`config.mk`:
```
export PLATFORM = sky130hd
export DESIGN_NAME = load_store_unit
export DESIGN_NICKNAME = d
export VERILOG_FILES = /design/src/rtl/load_store_unit.sv
export SDC_FILE = /design/constraint.sdc
export NUM_CORES = 1
export LEC_CHECK = 0
export BUFFER_PORTS_ARGS = -buffer_cell sky130_fd_sc_hd__buf_4
export CAP_MARGIN = 20
export CORE_ASPECT_RATIO = 1.4
export CORE_MARGIN = 2
export CORE_UTILIZATION = 33
export CTS_BUF_LIST = sky130_fd_sc_hd__clkbuf_16
export DETAILED_ROUTE_END_ITERATION = 8
export GPL_TIMING_DRIVEN = 0
export PLACE_DENSITY = 0.65
export SYNTH_ARGS = -nofsm -noshare
export SYNTH_HDL_FRONTEND = slang
export SYNTH_SLANG_ARGS = --single-unit
export TNS_END_PERCENT = 100
```
`constraint.sdc`:
```
create_clock -name clk -period 2.1 [get_ports clk]
set_input_delay 0.315 -clock clk [delete_from_list [all_inputs] [get_ports clk]]
set_output_delay 0.315 -clock clk [all_outputs]
set_load 0.01 [all_outputs]
```
`src/rtl/load_store_unit.sv`:
```
// load_store_unit -- memory-access stage of the RV32I core.
//
// Runs one load or store per request over a single-outstanding req/ready
// data bus, then returns the sign- or zero-extended load value to writeback.
// Control starts it with `start` and stalls while `busy` until the one-cycle
// `done` pulse.
//
// Optional feature macro: LSU_MISALIGN_CHECK_EN
//   defined   : misaligned halfword/word accesses skip the bus and complete
//               in cycle 1 with done = fault = 1 and load_data = 0.
//   undefined : fault is tied 0 and misaligned addresses are force-aligned.
//
// Ports
//   clk, rst          clock, synchronous active-high reset
//   start             request strobe, sampled only in IDLE
//   isLoad, isStore   request type (exactly one must be set to be accepted)
//   funct3            access size / sign
//   addr              effective byte address
//   store_data        rs2 value
//   busy, done, fault status to control (fault valid with done)
//   load_data         extended load result, held until the next load done
//   mem_req, mem_we, mem_addr, mem_wstrb, mem_wdata   bus request side
//   mem_rdata, mem_ready                             bus response side
module load_store_unit #(
    parameter int WIDTH = 32
) (
    input  logic             clk,
    input  logic             rst,
    input  logic             start,
    input  logic             isLoad,
    input  logic             isStore,
    input  logic [2:0]       funct3,
    input  logic [WIDTH-1:0] addr,
    input  logic [WIDTH-1:0] store_data,
    output logic             busy,
    output logic             done,
    output logic             fault,
    output logic [WIDTH-1:0] load_data,
    output logic             mem_req,
    output logic             mem_we,
    output logic [WIDTH-1:0] mem_addr,
    output logic [3:0]       mem_wstrb,
    output logic [WIDTH-1:0] mem_wdata,
    input  logic [WIDTH-1:0] mem_rdata,
    input  logic             mem_ready
);

    typedef enum logic [1:0] {
        ST_IDLE   = 2'd0,
        ST_ACCESS = 2'd1,
        ST_RESP   = 2'd2
    } state_t;

    localparam logic [1:0] SZ_BYTE = 2'd0;
    localparam logic [1:0] SZ_HALF = 2'd1;
    localparam logic [1:0] SZ_WORD = 2'd2;

    // Undefined funct3 encodings fall through to word accesses.
    function automatic logic [1:0] access_size(input logic is_store, input logic [2:0] f3);
        logic [1:0] sz;
        if (is_store) begin
            case (f3)
                3'b000:  sz = SZ_BYTE;
                3'b001:  sz = SZ_HALF;
                default: sz = SZ_WORD;
            endcase
        end else begin
            case (f3)
                3'b000, 3'b100: sz = SZ_BYTE;
                3'b001, 3'b101: sz = SZ_HALF;
                default:        sz = SZ_WORD;
            endcase
        end
        return sz;
    endfunction

    // Halfword lanes only look at off[1], so addr[0] is ignored (force-align).
    function automatic logic [3:0] store_strb(input logic [1:0] sz, input logic [1:0] off);
        logic [3:0] s;
        case (sz)
            SZ_BYTE: s = 4'b0001 << off;
            SZ_HALF: s = 4'b0011 << {off[1], 1'b0};
            default: s = 4'b1111;
        endcase
        return s;
    endfunction

    function automatic logic [WIDTH-1:0] store_lanes(input logic [1:0] sz, input logic [WIDTH-1:0] sd);
        logic [WIDTH-1:0] w;
        case (sz)
            SZ_BYTE: w = {4{sd[7:0]}};
            SZ_HALF: w = {2{sd[15:0]}};
            default: w = sd;
        endcase
        return w;
    endfunction

    function automatic logic [WIDTH-1:0] load_extract(input logic [1:0] sz, input logic unsgn,
                                                      input logic [1:0] off, input logic [WIDTH-1:0] rd);
        logic [7:0]       b;
        logic [15:0]      h;
        logic [WIDTH-1:0] r;
        case (off)
            2'd0:    b = rd[7:0];
            2'd1:    b = rd[15:8];
            2'd2:    b = rd[23:16];
            default: b = rd[31:24];
        endcase
        h = off[1] ? rd[31:16] : rd[15:0];
        case (sz)
            SZ_BYTE: r = unsgn ? {24'h000000, b} : {{24{b[7]}}, b};
            SZ_HALF: r = unsgn ? {16'h0000, h}   : {{16{h[15]}}, h};
            default: r = rd;
        endcase
        return r;
    endfunction

    state_t           state_r;
    state_t           state_next_s;
    logic             accept_s;
    logic             misalign_s;
    logic [1:0]       req_size_s;
    logic [1:0]       rsp_size_s;
    logic             busy_next_s;
    logic             req_next_s;
    logic             done_next_s;

    logic             busy_r;
    logic             done_r;
    logic             mem_req_r;
    logic             mem_we_r;
    logic [WIDTH-1:0] mem_addr_r;
    logic [3:0]       mem_wstrb_r;
    logic [WIDTH-1:0] mem_wdata_r;
    logic [WIDTH-1:0] load_data_r;
    logic [1:0]       addr_lo_r;
    logic [2:0]       funct3_r;

    assign accept_s   = (state_r == ST_IDLE) && start && (isLoad ^ isStore);
    assign req_size_s = access_size(isStore, funct3);
    assign rsp_size_s = access_size(mem_we_r, funct3_r);

`ifdef LSU_MISALIGN_CHECK_EN
    logic fault_r;

    assign misalign_s = ((req_size_s == SZ_HALF) && addr[0]) ||
                        ((req_size_s == SZ_WORD) && (addr[1:0] != 2'b00));

    // Fault flag: set on a misaligned accept, cleared once its RESP cycle passes.
    always_ff @(posedge clk) begin
        if (rst) begin
            fault_r <= 1'b0;
        end else if (accept_s) begin
            fault_r <= misalign_s;
        end else if (state_r == ST_RESP) begin
            fault_r <= 1'b0;
        end else begin
            fault_r <= fault_r;
        end
    end

    assign fault = fault_r;
`else
    assign misalign_s = 1'b0;
    assign fault      = 1'b0;
`endif

    // State register.
    always_ff @(posedge clk) begin
        if (rst) begin
            state_r <= ST_IDLE;
        end else begin
            state_r <= state_next_s;
        end
    end

    // Next-state logic; ACCESS waits on mem_ready with no timeout.
    always_comb begin
        state_next_s = state_r;
        case (state_r)
            ST_IDLE: begin
                if (accept_s) begin
                    state_next_s = misalign_s ? ST_RESP : ST_ACCESS;
                end else begin
                    state_next_s = ST_IDLE;
                end
            end
            ST_ACCESS: begin
                if (mem_ready) begin
                    state_next_s = ST_RESP;
                end else begin
                    state_next_s = ST_ACCESS;
                end
            end
            ST_RESP: state_next_s = ST_IDLE;
            default: state_next_s = ST_IDLE;
        endcase
    end

    // Status outputs are registered, so they are decoded from the next state.
    always_comb begin
        busy_next_s = (state_next_s != ST_IDLE);
        req_next_s  = (state_next_s == ST_ACCESS);
        done_next_s = (state_next_s == ST_RESP);
    end

    // Output and request-latch registers.
    always_ff @(posedge clk) begin
        if (rst) begin
            busy_r      <= 1'b0;
            done_r      <= 1'b0;
            mem_req_r   <= 1'b0;
            mem_we_r    <= 1'b0;
            mem_addr_r  <= {WIDTH{1'b0}};
            mem_wstrb_r <= 4'b0000;
            mem_wdata_r <= {WIDTH{1'b0}};
            load_data_r <= {WIDTH{1'b0}};
            addr_lo_r   <= 2'b00;
            funct3_r    <= 3'b000;
        end else begin
            busy_r    <= busy_next_s;
            done_r    <= done_next_s;
            mem_req_r <= req_next_s;
            if (accept_s) begin
                mem_we_r    <= isStore;
                mem_addr_r  <= {addr[WIDTH-1:2], 2'b00};
                mem_wstrb_r <= isStore ? store_strb(req_size_s, addr[1:0]) : 4'b0000;
                mem_wdata_r <= isStore ? store_lanes(req_size_s, store_data) : {WIDTH{1'b0}};
                addr_lo_r   <= addr[1:0];
                funct3_r    <= funct3;
                if (misalign_s) begin
                    load_data_r <= {WIDTH{1'b0}};
                end else begin
                    load_data_r <= load_data_r;
                end
            end else if ((state_r == ST_ACCESS) && mem_ready && !mem_we_r) begin
                // funct3[2] marks the unsigned loads (LBU/LHU).
                load_data_r <= load_extract(rsp_size_s, funct3_r[2], addr_lo_r, mem_rdata);
            end else begin
                load_data_r <= load_data_r;
            end
        end
    end

    assign busy      = busy_r;
    assign done      = done_r;
    assign load_data = load_data_r;
    assign mem_req   = mem_req_r;
    assign mem_we    = mem_we_r;
    assign mem_addr  = mem_addr_r;
    assign mem_wstrb = mem_wstrb_r;
    assign mem_wdata = mem_wdata_r;

endmodule

```
Yosys cells after proc, flatten, opt, wreduce, memory -nomap -nowiden
Index checks and enable logic that the tools add are counted.

Bits in registers: 109. Output and inout bits: 105. Word-level logic and storage cells: 63. Bits of input ports: 105.

Eq/ne operators: 13. Bitwise operators: 2. Muxes and demuxes: 18. Reduce and logical (&&, ||, !) cells: 17. Shift operators: 2.

Operator list (number): 32-bit one-hot mux with 2 select lines (2); 32-bit two-way mux (3); 8-bit one-hot mux with 3 select lines (1); 2-bit one-hot mux with 2 select lines (5); 16-bit two-way mux (1); 3-bit equality test, second input constant (4); 2-bit by 1-bit equality test with 1-bit output, second input constant (5); 2-bit logical NOT (4); 4-bit one-hot mux with 2 select lines (1); 2-bit OR reduction (4); 3-bit by 1-bit equality test with 1-bit output, second input constant (2); 3-bit logical NOT (2); 2-bit two-way mux (3); 2-bit equality test, second input constant (2); 1-bit logical AND (4); 4-bit two-way mux (1); 1-bit by 2-bit left shift with 4-bit output, first input constant (1); 2-bit by 2-bit left shift with 4-bit output, first input constant (1); 2-bit AND reduction (1); 2-bit nonzero test (1); 1-bit logical NOT (1); 1-bit two-way mux (1); 1-bit NOT (1); 1-bit XOR (1).

Depth between registers and ports, before layout
Gate-level depths: netlist of the first run.

Depth in word-level cells: 7. Mapped depth: 6. Gate-level depth less buffers: 4.

Worst setup path after synthesis of the first run
No wires, ideal clock.

Path kind: register to register. From: register addr_lo_r[1]. To: register load_data_r[25] (netlist: load_data[25]). Stages on the path, launching flop included: 7. Path slack: 410 ps. Path buffers: 2. Period minus slack after synthesis: 1690 ps. Arrival: 1610 ps. Data required time: 2020 ps. Setup time: 80 ps. Path through: dfxtp_1 buf_4 mux4_2 nor2_1 o41a_4 buf_6 a211oi_2.

Word-level cells in the longest chain between the ends: 4. Elaborated cells between the ends (all ways): 8.

RTL lines: from (decl) (line 136) `logic [1:0] addr_lo_r;`; from (signal assigned) (line 229) `addr_lo_r <= addr[1:0];`; 2-bit equality test (tied with other cells) (line 103) `case (off)`; 8-bit one-hot mux with 3 select lines (line 103); 32-bit two-way mux (line 111) `SZ_BYTE: r = unsgn ? {24'h000000, b} : {{24{b[7]}}, b};`; 32-bit one-hot mux with 2 select lines * (line 110) `case (sz)`; to (signal assigned) (line 217) `load_data_r <= {WIDTH{1'b0}};`; to (signal assigned) (line 232) `load_data_r <= {WIDTH{1'b0}};`; to (signal assigned) (line 234) `load_data_r <= load_data_r;`; to (decl) (line 135) `logic [WIDTH-1:0] load_data_r;`.

Mark *: on every way between the ends. The rest lies on a longest branch, timed or not. A chain may end at the register's enable or synchronous reset.

Final worst setup path of the first run
From: register addr_lo_r[1]. To: register load_data_r[9] (netlist: load_data[9]).

Same word-level chain as after synthesis.

==> results of run 1 <==
[worst reg2reg max path: cells and delay by family, from the launching register on]
| kind | cells | cell delay [ns] |
|---|---|---|
| AOI/OAI and AO/OA | 2 | 0.73 |
| muxes | 1 | 0.56 |
| DFF | 1 | 0.31 |
| buffers and inverters | 1 | 0.16 |
[metrics by stage]
step	power (mW)	hold slack, ns
after floorplan	2.69	0.451
after global placement	3.12	0.445
after detailed placement	3.14	0.450
after CTS	5.02	0.209
after global routing	5.19	0.205
final	4.97	0.218
[metal layers]
metal | GRT usage, % | vias up
met5 | 0 | -
met4 | 8.07 | 0
met3 | 4.63 | 29
met2 | 35.7 | 204
met1 | 22.9 | 2192
li1 | - | 2349
[registers in the layout, summed over array words and instances, names as in the netlist]
name       flops
state_r        2
load_data     32
funct3_r       3
mem_addr      30
mem_wdata     32
mem_we         1
mem_wstrb      4
done           1
busy           1
addr_lo_r      2
mem_req        1
[where the power goes]
| part | total, mW | switching [mW] | leakage [nW] | internal, mW |
|---|---|---|---|---|
| Combinational | 0.859 | 0.447 | 1.81 | 0.412 |
| Sequential | 2.23 | 0.0621 | 0.887 | 2.17 |
| Clock | 1.89 | 0.736 | 0.155 | 1.15 |
[Yosys cell counts, types with 2 or more instances]
| library cell | count |
|---|---|
| a211oi_1 | 22 |
| a211oi_2 | 11 |
| a21oi_1 | 56 |
| a22oi_1 | 20 |
| and3_1 | 14 |
| buf_1 | 3 |
| buf_2 | 3 |
| buf_4 | 4 |
| clkbuf_1 | 36 |
| dfxtp_1 | 109 |
| inv_1 | 2 |
| mux2_2 | 15 |
| mux2i_1 | 17 |
| nand2_1 | 115 |
| nand2b_1 | 3 |
| nand3b_1 | 2 |
| nor2_1 | 52 |
| nor2b_1 | 4 |
| nor3b_1 | 9 |
| o211ai_1 | 8 |
| o21ai_0 | 5 |
| o22ai_1 | 8 |
| o2bb2ai_1 | 8 |
| o31ai_1 | 7 |
[final timing paths]
kind,startpoint,endpoint
setup / recovery,addr_lo_r[1]$_SDFFE_PP0N_,load_data[9]$_SDFFE_PP0P_
hold / removal,addr[31],mem_addr[31]$_SDFFE_PP0N_
setup reg to reg,addr_lo_r[1]$_SDFFE_PP0N_,load_data[9]$_SDFFE_PP0P_
hold reg to reg,mem_addr[28]$_SDFFE_PP0N_,mem_addr[28]$_SDFFE_PP0N_
[cell type report]
cell class	instances	area (µm²)
Timing Repair Buffer	206	1550
Multi-Input combinational cell	391	2310
Tap cell	185	231
Fill cell	1338	7110
Clock buffer	9	225
Inverter	2	7.51
Sequential cell	109	2180
Clock inverter	5	101
Buffer	46	201
[repair_timing]
action | 4_1_cts | 5_1_grt
gates cloned | 0 | 0
resized for setup | 0 | 4
setup endpoints to repair | 1 | 11
[logic make-up after synthesis]
kind of cell / share of synthesized area (%)
xor gates and xnor gates: 0.187
other: 0.0799
AOI/OAI and AO/OA: 22.6
and+or+nand+nor: 18.5
muxes: 7.71
DFF: 46.5
buffers and inverters: 4.48
==> flow_metrics.env, run 1 <==
export IMPL_crit_chain="buf_4, mux4_2, a211oi_2, a211oi_1"
export IMPL_power_density_nw_per_um2=731
export IMPL_netlist_area_um2=4690
export IMPL_ios=210
export IMPL_start_util_pct=33.7
export IMPL_syn_inst=547
export IMPL_clock_skew_ns=0.00620
export IMPL_end_kind="flip-flop"
export IMPL_synth_avg_cell_area_um2=8.58
export IMPL_slowest_stage="mux4_2"
export IMPL_drt_antenna_violating_nets=0
export IMPL_wl_met1_mm=6.13
export IMPL_grt_usage_pct=20.1
export IMPL_final_cell_mix="buf_4, nand2_1, dfxtp_1"
export IMPL_setup_viol=0
export IMPL_grt_max_degree=17
export IMPL_dieHeight_um=145
export IMPL_core_area_um2=13900
export IMPL_clk_path_buf_depth=2
export IMPL_yosysTopAreaCellShare_pct=46.5
export IMPL_vias=4774
export IMPL_fp_dieW_um=105
export IMPL_finalInstanceArea_um2=6800
export IMPL_layout_commonest_cell="buf_4"
export IMPL_antenna_found_initial=0
export IMPL_hold_buffers=0
export IMPL_fin_cells=953
export IMPL_outcome="finished clean"
export IMPL_dr_wl_met2_mm=7.98
export IMPL_grt_pass1_wl_mm=24.5
export IMPL_slew_headroom_pct=51.1
export IMPL_die_area_um2=15200
export IMPL_tightest_slew_ns=0.733
export IMPL_gp_congestion=0.907
export IMPL_layout_setup_ws_ns=0.187
export IMPL_cts_sinks=109
export IMPL_cts_tree="done"
export IMPL_post_cts_buffers=0
export IMPL_place_port_buffers=206
export IMPL_pre_cts_ws_ns=-0.0598
export IMPL_htreeDepth=3
export IMPL_detail_route_wl_per_cell_um=16.5
export IMPL_layout_min_cycle_time_ns=1.91
export IMPL_yosys_warnings=0
export IMPL_hold_depth=3
export IMPL_period_share_pct=91.1
export IMPL_worstRegToRegCells=4
export IMPL_place_inst=940
export IMPL_place_area_um2=6480
export IMPL_dp_hpwl_mm=12.5
export IMPL_grt_setup_unrepaired="false"
export IMPL_layout_nets=870
export IMPL_grt_pass1_vias=4715
export IMPL_drt_initial_drc_count=191
export IMPL_cap_violations=0
export IMPL_ys_seq_elements=109
export IMPL_leakagePower_nw=2.86
export IMPL_path_buf_inv=1
export IMPL_drive_above_1_share_pct=33.5
export IMPL_slew_violations=0
export IMPL_top_layer_used="met4"
export IMPL_synth_flop_cell="dfxtp_1"
export IMPL_final_hold_viol_count=0
export IMPL_worstSetupStartpointType="flip-flop"
export IMPL_ir_drop_uv=351
export IMPL_async_flop_share_pct=0
export IMPL_cp_num_cells=4
export IMPL_path_max_fanout=8
export IMPL_fmax_ghz=0.523
export IMPL_clk_pin_slew_worst_paths_ns=0.07
export IMPL_synthTopCellsByArea="dfxtp_1, nand2_1, a21oi_1"
export IMPL_ys_types=38
export IMPL_rrSetupSlack_ns=0.19
export IMPL_hold_class="input port to flip-flop"
export IMPL_yosysTopAreaCell="dfxtp_1"
export IMPL_clk_latency_ns=0.34
export IMPL_routed_wl_mm=15.7
export IMPL_drc=0
export IMPL_via_per_inst=5.01
export IMPL_area_growth_pct=45.0
export IMPL_rows=51
export IMPL_cp_arrival_ns=2.10
export IMPL_final_setup_tns_ns=0
export IMPL_required_ns=2.29
export IMPL_synth_edf_count=0
export IMPL_diodes=0
export IMPL_path_delay_family="compound AO/OA/AOI/OAI gates"
export IMPL_cpPeakStageDelay_ns=0.56
export IMPL_crit_type="flip-flop to flip-flop"
export IMPL_met3_length_mm=1.20
export IMPL_overflow=0
export IMPL_synth_seq_area_share_pct=46.5
export IMPL_first_pass_iters=5
export IMPL_numCtsBuffers=9
export IMPL_root_buffer="clkbuf_16"
export IMPL_fin_util_pct=48.9
Power figures use the tool's default switching activity.
==> inputs of run 2 (changes only) <==
ABC_AREA = 1   (was not set)
==> run 2 against run 1 <==
Critical path depth up 3. Die area up 5.2%. Combinational power grew 18%. Worst setup slack improved by 0.37 ns. Highest routed layer unchanged.
==> flow_metrics.env, run 2 <==
export IMPL_dp_hpwl_mm=13.1
export IMPL_rrSetupSlack_ns=0.56
export IMPL_final_setup_tns_ns=0
export IMPL_synth_avg_cell_area_um2=6.70
export IMPL_crit_top_cell="nand2_1"
export IMPL_place_port_buffers=206
export IMPL_synth_flop_cell="dfxtp_1"
export IMPL_fin_util_pct=48.1
export IMPL_cap_violations=0
export IMPL_outcome="finished clean"
export IMPL_regArea_um2=2180
export IMPL_use_met2_pct=37.2
export IMPL_rows=52
export IMPL_fmax_ghz=0.647
export IMPL_gr_usage_met1_pct=22.5
export IMPL_place_inst=1135
export IMPL_slew_violations=0
export IMPL_gp_congestion=0.895
export IMPL_slew_headroom_pct=61.6
export IMPL_first_pass_iters=5
export IMPL_netlist_area_um2=4940
export IMPL_required_ns=2.40
export IMPL_vias=5287
export IMPL_area_growth_pct=41.7
export IMPL_grt_pass1_wl_mm=25.4
export IMPL_diodes=0
export IMPL_start_util_pct=33.9
export IMPL_grt_max_degree=19
export IMPL_swShare_pct=29.4
export IMPL_detail_route_wl_per_cell_um=14.4
export IMPL_yosysTopAreaCell="dfxtp_1"
export IMPL_hold_buffers=0
export IMPL_nFillCells=1555
export IMPL_finalInstanceArea_um2=7000
export IMPL_cts_tree="done"
export IMPL_switchingPower_mw=1.43
export IMPL_crit_type="flip-flop to flip-flop"
export IMPL_r2r_start="mem_we$_SDFFE_PP0N_"
export IMPL_leakagePower_nw=3.45
export IMPL_fin_cells=1150
export IMPL_p_int_mw=3.44
export IMPL_endpoint="load_data[12]$_SDFFE_PP0P_"
export IMPL_antenna_found_initial=0
export IMPL_synthTopCellsByArea="dfxtp_1, nand2_1, nor2_1"
export IMPL_period_share_pct=73.6
export IMPL_drive_above_1_share_pct=27.7
export IMPL_final_cell_mix="nand2_1, buf_4, nor2_1"
export IMPL_use_met3_pct=5.50
export IMPL_yosys_warnings=0
export IMPL_power_density_nw_per_um2=696
export IMPL_worstSetupStartpointType="flip-flop"
export IMPL_clk_pin_slew_worst_paths_ns=0.08
export IMPL_busiest_layer="met2"
export IMPL_clk_path_buf_depth=2
export IMPL_r2r_end="load_data[12]$_SDFFE_PP0P_"
export IMPL_syn_inst=738
export IMPL_cpPeakStageDelay_ns=0.48
export IMPL_end_kind="flip-flop"
export IMPL_cp_arrival_ns=1.84
export IMPL_ir_drop_uv=355
export IMPL_clk_latency_ns=0.34
export IMPL_slowest_stage="dfxtp_1"
export IMPL_layout_commonest_cell="nand2_1"
export IMPL_yosysTopAreaCellShare_pct=44.2
export IMPL_ios=210
export IMPL_worstRegToRegCells=7
export IMPL_final_hold_viol_count=0
export IMPL_core_area_um2=14600
export IMPL_drc=0
export IMPL_drt_antenna_violating_nets=0
export IMPL_pwr_share_seq_pct=46.1
export IMPL_drt_initial_drc_count=165
export IMPL_async_flop_share_pct=0
export IMPL_grt_usage_pct=20.5
export IMPL_cts_resized=0
export IMPL_power_frac_comb_pct=20.7
export IMPL_place_area_um2=6730
export IMPL_synth_common_cells="nand2_1, nor2_1, dfxtp_1"
export IMPL_routed_wl_mm=16.6
export IMPL_path_max_fanout=10
export IMPL_crit_chain="nand2_1, nand2_1, clkbuf_1, nand2_1, nand4_1, nand2_1, inv_1"
export IMPL_pre_cts_ws_ns=0.365
export IMPL_die_area_um2=16000
export IMPL_p_clk_share_pct=33.2
export IMPL_p_total_mw=4.87
export IMPL_clock_skew_ns=0.00795
export IMPL_fp_dieW_um=107
export IMPL_grt_pass1_vias=4992
export IMPL_ys_seq_elements=109
export IMPL_htreeDepth=3
export IMPL_multiInputGateArea_um2=2280
export IMPL_crit_path_start="mem_we$_SDFFE_PP0N_"
export IMPL_tightest_slew_ns=0.576
export IMPL_layout_min_cycle_time_ns=1.54
export IMPL_overflow=0
export IMPL_synth_most_common_cell="nand2_1"
export IMPL_layout_setup_ws_ns=0.555
export IMPL_cts_sinks=109
export IMPL_numCtsBuffers=9
export IMPL_layout_nets=1062
export IMPL_hold_slack_ns=0.196
export IMPL_grt_setup_unrepaired="false"
export IMPL_synth_seq_area_share_pct=44.2
export IMPL_ys_types=27
export IMPL_root_buffer="clkbuf_16"
export IMPL_setup_viol=0
export IMPL_hold_class="input port to flip-flop"
export IMPL_post_cts_buffers=0
export IMPL_via_per_inst=4.60
export IMPL_synth_edf_count=0
export IMPL_dieHeight_um=149
-- run 2: cells by family after synthesis --
kind of cell	after synthesis	share of synthesized area, %
simple gates	366	29.2
compound gates	153	16.8
flops	109	44.2
buf+inv	109	9.80
other cells	1	0.0759
-- run 2: layer usage --
metal	wire length, µm	share of wire (%)
met2	8660	52
met4	476	2.9
met1	6320	38
met5	0	0
met3	1130	6.8
-- run 2: critical path: cells and delay by family, from the launching register on --
kind	cells	cell delay, ns
flops	1	0.48
simple gates	5	0.58
buf+inv	2	0.43
-- run 2: final cells by class --
cell class,count,share of cell area (%)
clock inverters,6,0.661
flip-flops and latches,109,31.2
well taps,189,3.38
inverters,64,3.43
repair buffers,206,22.1
clock buffers,9,3.22
plain buffers,45,3.48
multi-input cells,522,32.6
-- run 2: power by group through the flow --
stage                     registers [mW]  logic (mW)  clock network, mW
after global routing                2.26        1.12               1.76
after detailed placement            2.29        1.01                  0
after CTS                           2.25        1.02               1.67
final                               2.24        1.01               1.62
after global placement              2.29        1.01                  0
after floorplan                     2.34       0.483                  0
-- run 2: how the worst min path moves through the flow --
stage          cells after the start                 startpoint  slack [ns]                         to
2_1_floorplan                      2   funct3_r[1]$_SDFFE_PP0N_        0.45   funct3_r[1]$_SDFFE_PP0N_
3_3_place_gp                       2  mem_wdata[6]$_SDFFE_PP0N_        0.45  mem_wdata[6]$_SDFFE_PP0N_
3_5_place_dp                       2  mem_wdata[6]$_SDFFE_PP0N_        0.45  mem_wdata[6]$_SDFFE_PP0N_
4_1_cts                            3                   addr[19]        0.19  mem_addr[19]$_SDFFE_PP0N_
5_1_grt                            3                   addr[16]        0.19  mem_addr[16]$_SDFFE_PP0N_
6_report                           3                   addr[19]        0.20  mem_addr[19]$_SDFFE_PP0N_
==> inputs of run 3 (changes only) <==
ABC_AREA = 0   (was 1)
clock period = 1.6 ns   (was 2.1 ns; I/O delays follow)
==> run 3 against run 2 <==
The flow now finishes with violations (negative setup slack). Register-to-register slack lost 0.67 ns. Maximum frequency shrank 9.7%. Final area grew 2.8%. Core utilization grew 3.7 points. Non-clock buffer count grew 15. Combinational power grew 24%. Worst setup slack lost 0.67 ns. Die area shrank 4.9%. Highest routed layer unchanged. Hold slack lost 0.055 ns. Global-route usage shrank 0.14 points.
==> flow_metrics.env, run 3 (synthesis results as in run 1) <==
export IMPL_outcome="finished with violations"
export IMPL_failed_checks="negative setup slack"
export IMPL_layout_commonest_cell="buf_4"
export IMPL_area_growth_pct=53.5
export IMPL_cap_violations=0
export IMPL_clock_skew_ns=0.00933
export IMPL_clk_pin_slew_worst_paths_ns=0.08
export IMPL_grt_setup_unrepaired="true"
export IMPL_overflow=0
export IMPL_antenna_found_initial=0
export IMPL_required_ns=1.86
export IMPL_cp_arrival_ns=1.97
export IMPL_ios=210
export IMPL_htreeDepth=3
export IMPL_setup_viol=23
export IMPL_period_share_pct=107
export IMPL_hold_depth=3
export IMPL_p_total_mw=6.52
export IMPL_worstRegToRegCells=5
export IMPL_grt_usage_pct=20.3
export IMPL_core_area_um2=13900
export IMPL_nFillCells=1336
export IMPL_pwr_share_seq_pct=45.0
export IMPL_grt_pass1_wl_mm=25.0
export IMPL_path_max_fanout=7
export IMPL_slew_violations=0
export IMPL_via_per_inst=5.08
export IMPL_ir_drop_uv=610
export IMPL_clk_path_buf_depth=2
export IMPL_root_buffer="clkbuf_16"
export IMPL_die_area_um2=15200
export IMPL_p_clk_share_pct=35.9
export IMPL_first_pass_iters=5
export IMPL_fp_dieW_um=105
export IMPL_worstSetupStartpointType="flip-flop"
export IMPL_rows=51
export IMPL_final_setup_tns_ns=-1.50
export IMPL_diodes=0
export IMPL_cts_tree="done"
export IMPL_start_util_pct=33.7
export IMPL_cts_sinks=109
export IMPL_swShare_pct=27.7
export IMPL_numCtsBuffers=9
export IMPL_routed_wl_mm=16.5
export IMPL_drt_initial_drc_count=173
export IMPL_crit_type="flip-flop to flip-flop"
export IMPL_dp_hpwl_mm=12.7
export IMPL_p_int_mw=4.71
export IMPL_final_hold_viol_count=0
export IMPL_grt_pass1_vias=4901
export IMPL_drt_antenna_violating_nets=0
export IMPL_drive_above_1_share_pct=41.7
export IMPL_dieHeight_um=145
export IMPL_power_frac_comb_pct=19.2
export IMPL_end_kind="flip-flop"
export IMPL_leakagePower_nw=3.04
export IMPL_fmax_ghz=0.585
export IMPL_layout_setup_ws_ns=-0.110
export IMPL_power_density_nw_per_um2=905
export IMPL_place_port_buffers=206
export IMPL_hold_class="input port to flip-flop"
export IMPL_clk_latency_ns=0.35
export IMPL_pre_cts_ws_ns=-0.456
export IMPL_detail_route_wl_per_cell_um=17.0
export IMPL_layout_nets=884
export IMPL_drc=0
export IMPL_switchingPower_mw=1.80
export IMPL_hold_slack_ns=0.141
export IMPL_hold_buffers=0
export IMPL_final_cell_mix="buf_4, nand2_1, dfxtp_1"
export IMPL_tightest_slew_ns=0.763
export IMPL_layout_min_cycle_time_ns=1.71
export IMPL_grt_max_degree=21
export IMPL_gp_congestion=0.878
export IMPL_vias=4925
export IMPL_slew_headroom_pct=49.1
## run 3: changes by cell type in the layout (fill, tap and decap cells not counted), sizes merged, moves of 9 or more
cell / previous run / this run
nand2: 216 / 115
clkbuf: 20 / 40
and3: 0 / 14
mux2i: 0 / 17
o21ai: 80 / 6
mux2: 0 / 15
nor2: 133 / 52
a22oi: 0 / 20
a211oi: 0 / 33
nor3b: 0 / 9
inv: 67 / 7
## run 3: path summary, 6_finish.rpt
check,to,slack (ns),from
worst max-delay path,load_data[30]$_SDFFE_PP0P_,-0.11,addr_lo_r[1]$_SDFFE_PP0N_
worst min-delay path,mem_addr[27]$_SDFFE_PP0N_,0.14,addr[27]
worst max register to register,load_data[30]$_SDFFE_PP0P_,-0.11,addr_lo_r[1]$_SDFFE_PP0N_
worst min register to register,mem_addr[14]$_SDFFE_PP0N_,0.46,mem_addr[14]$_SDFFE_PP0N_
## run 3: cell type report
type	count	area (µm²)	area share (%)
sequential	109	2190	30.5
clock buffer	9	225	3.13
buffer	44	253	3.51
tap	185	231	3.21
inverter	2	7.51	0.104
multi-input combinational	391	2470	34.3
timing repair buffer	222	1730	24.1
clock inverter	7	86.3	1.20
## run 3: what timing repair did
item,4_1_cts,5_1_grt
gates resized for setup,33,52
buffers inserted,6,7
cloned,0,3
pin swaps,4,15
endpoints found under the setup margin,103,95
## run 3: worst max-delay path, cell delays in order, from the launching register on
cell and delay (ns):
dfxtp_4 0.36, mux4_2 0.41, nor2_4 0.05, o41a_4 0.43, buf_12 0.17, a211oi_2 0.21
## run 3: power by group through the flow
stage / Combinational (mW) / Sequential, mW / Clock (mW)
6_report: 1.25 / 2.93 / 2.34
4_1_cts: 1.18 / 2.93 / 2.40
3_5_place_dp: 1.14 / 2.99 / 0
3_3_place_gp: 1.12 / 2.98 / 0
2_1_floorplan: 0.501 / 3.03 / 0
5_1_grt: 1.35 / 2.95 / 2.51
## run 3: through the flow
| step | instance area [µm²] | util [%] | instances |
|---|---|---|---|
| 4_1_cts | 6920 | 49.7 | 961 |
| 2_1_floorplan | 4710 | - | 549 |
| 5_1_grt | 7200 | 51.8 | 969 |
| 3_5_place_dp | 6490 | 46.6 | 940 |
| 3_3_place_gp | 6490 | 46.6 | 940 |
| 6_report | 7200 | 51.8 | 969 |
## run 3: metal layers
layer | part of all wire, % | track usage, % | vias up
met5 | 0 | 0 | -
met4 | 2.4 | 6.93 | 0
met3 | 6.7 | 4.99 | 30
met2 | 52 | 37.6 | 205
met1 | 39 | 22.3 | 2306
li1 | - | - | 2384
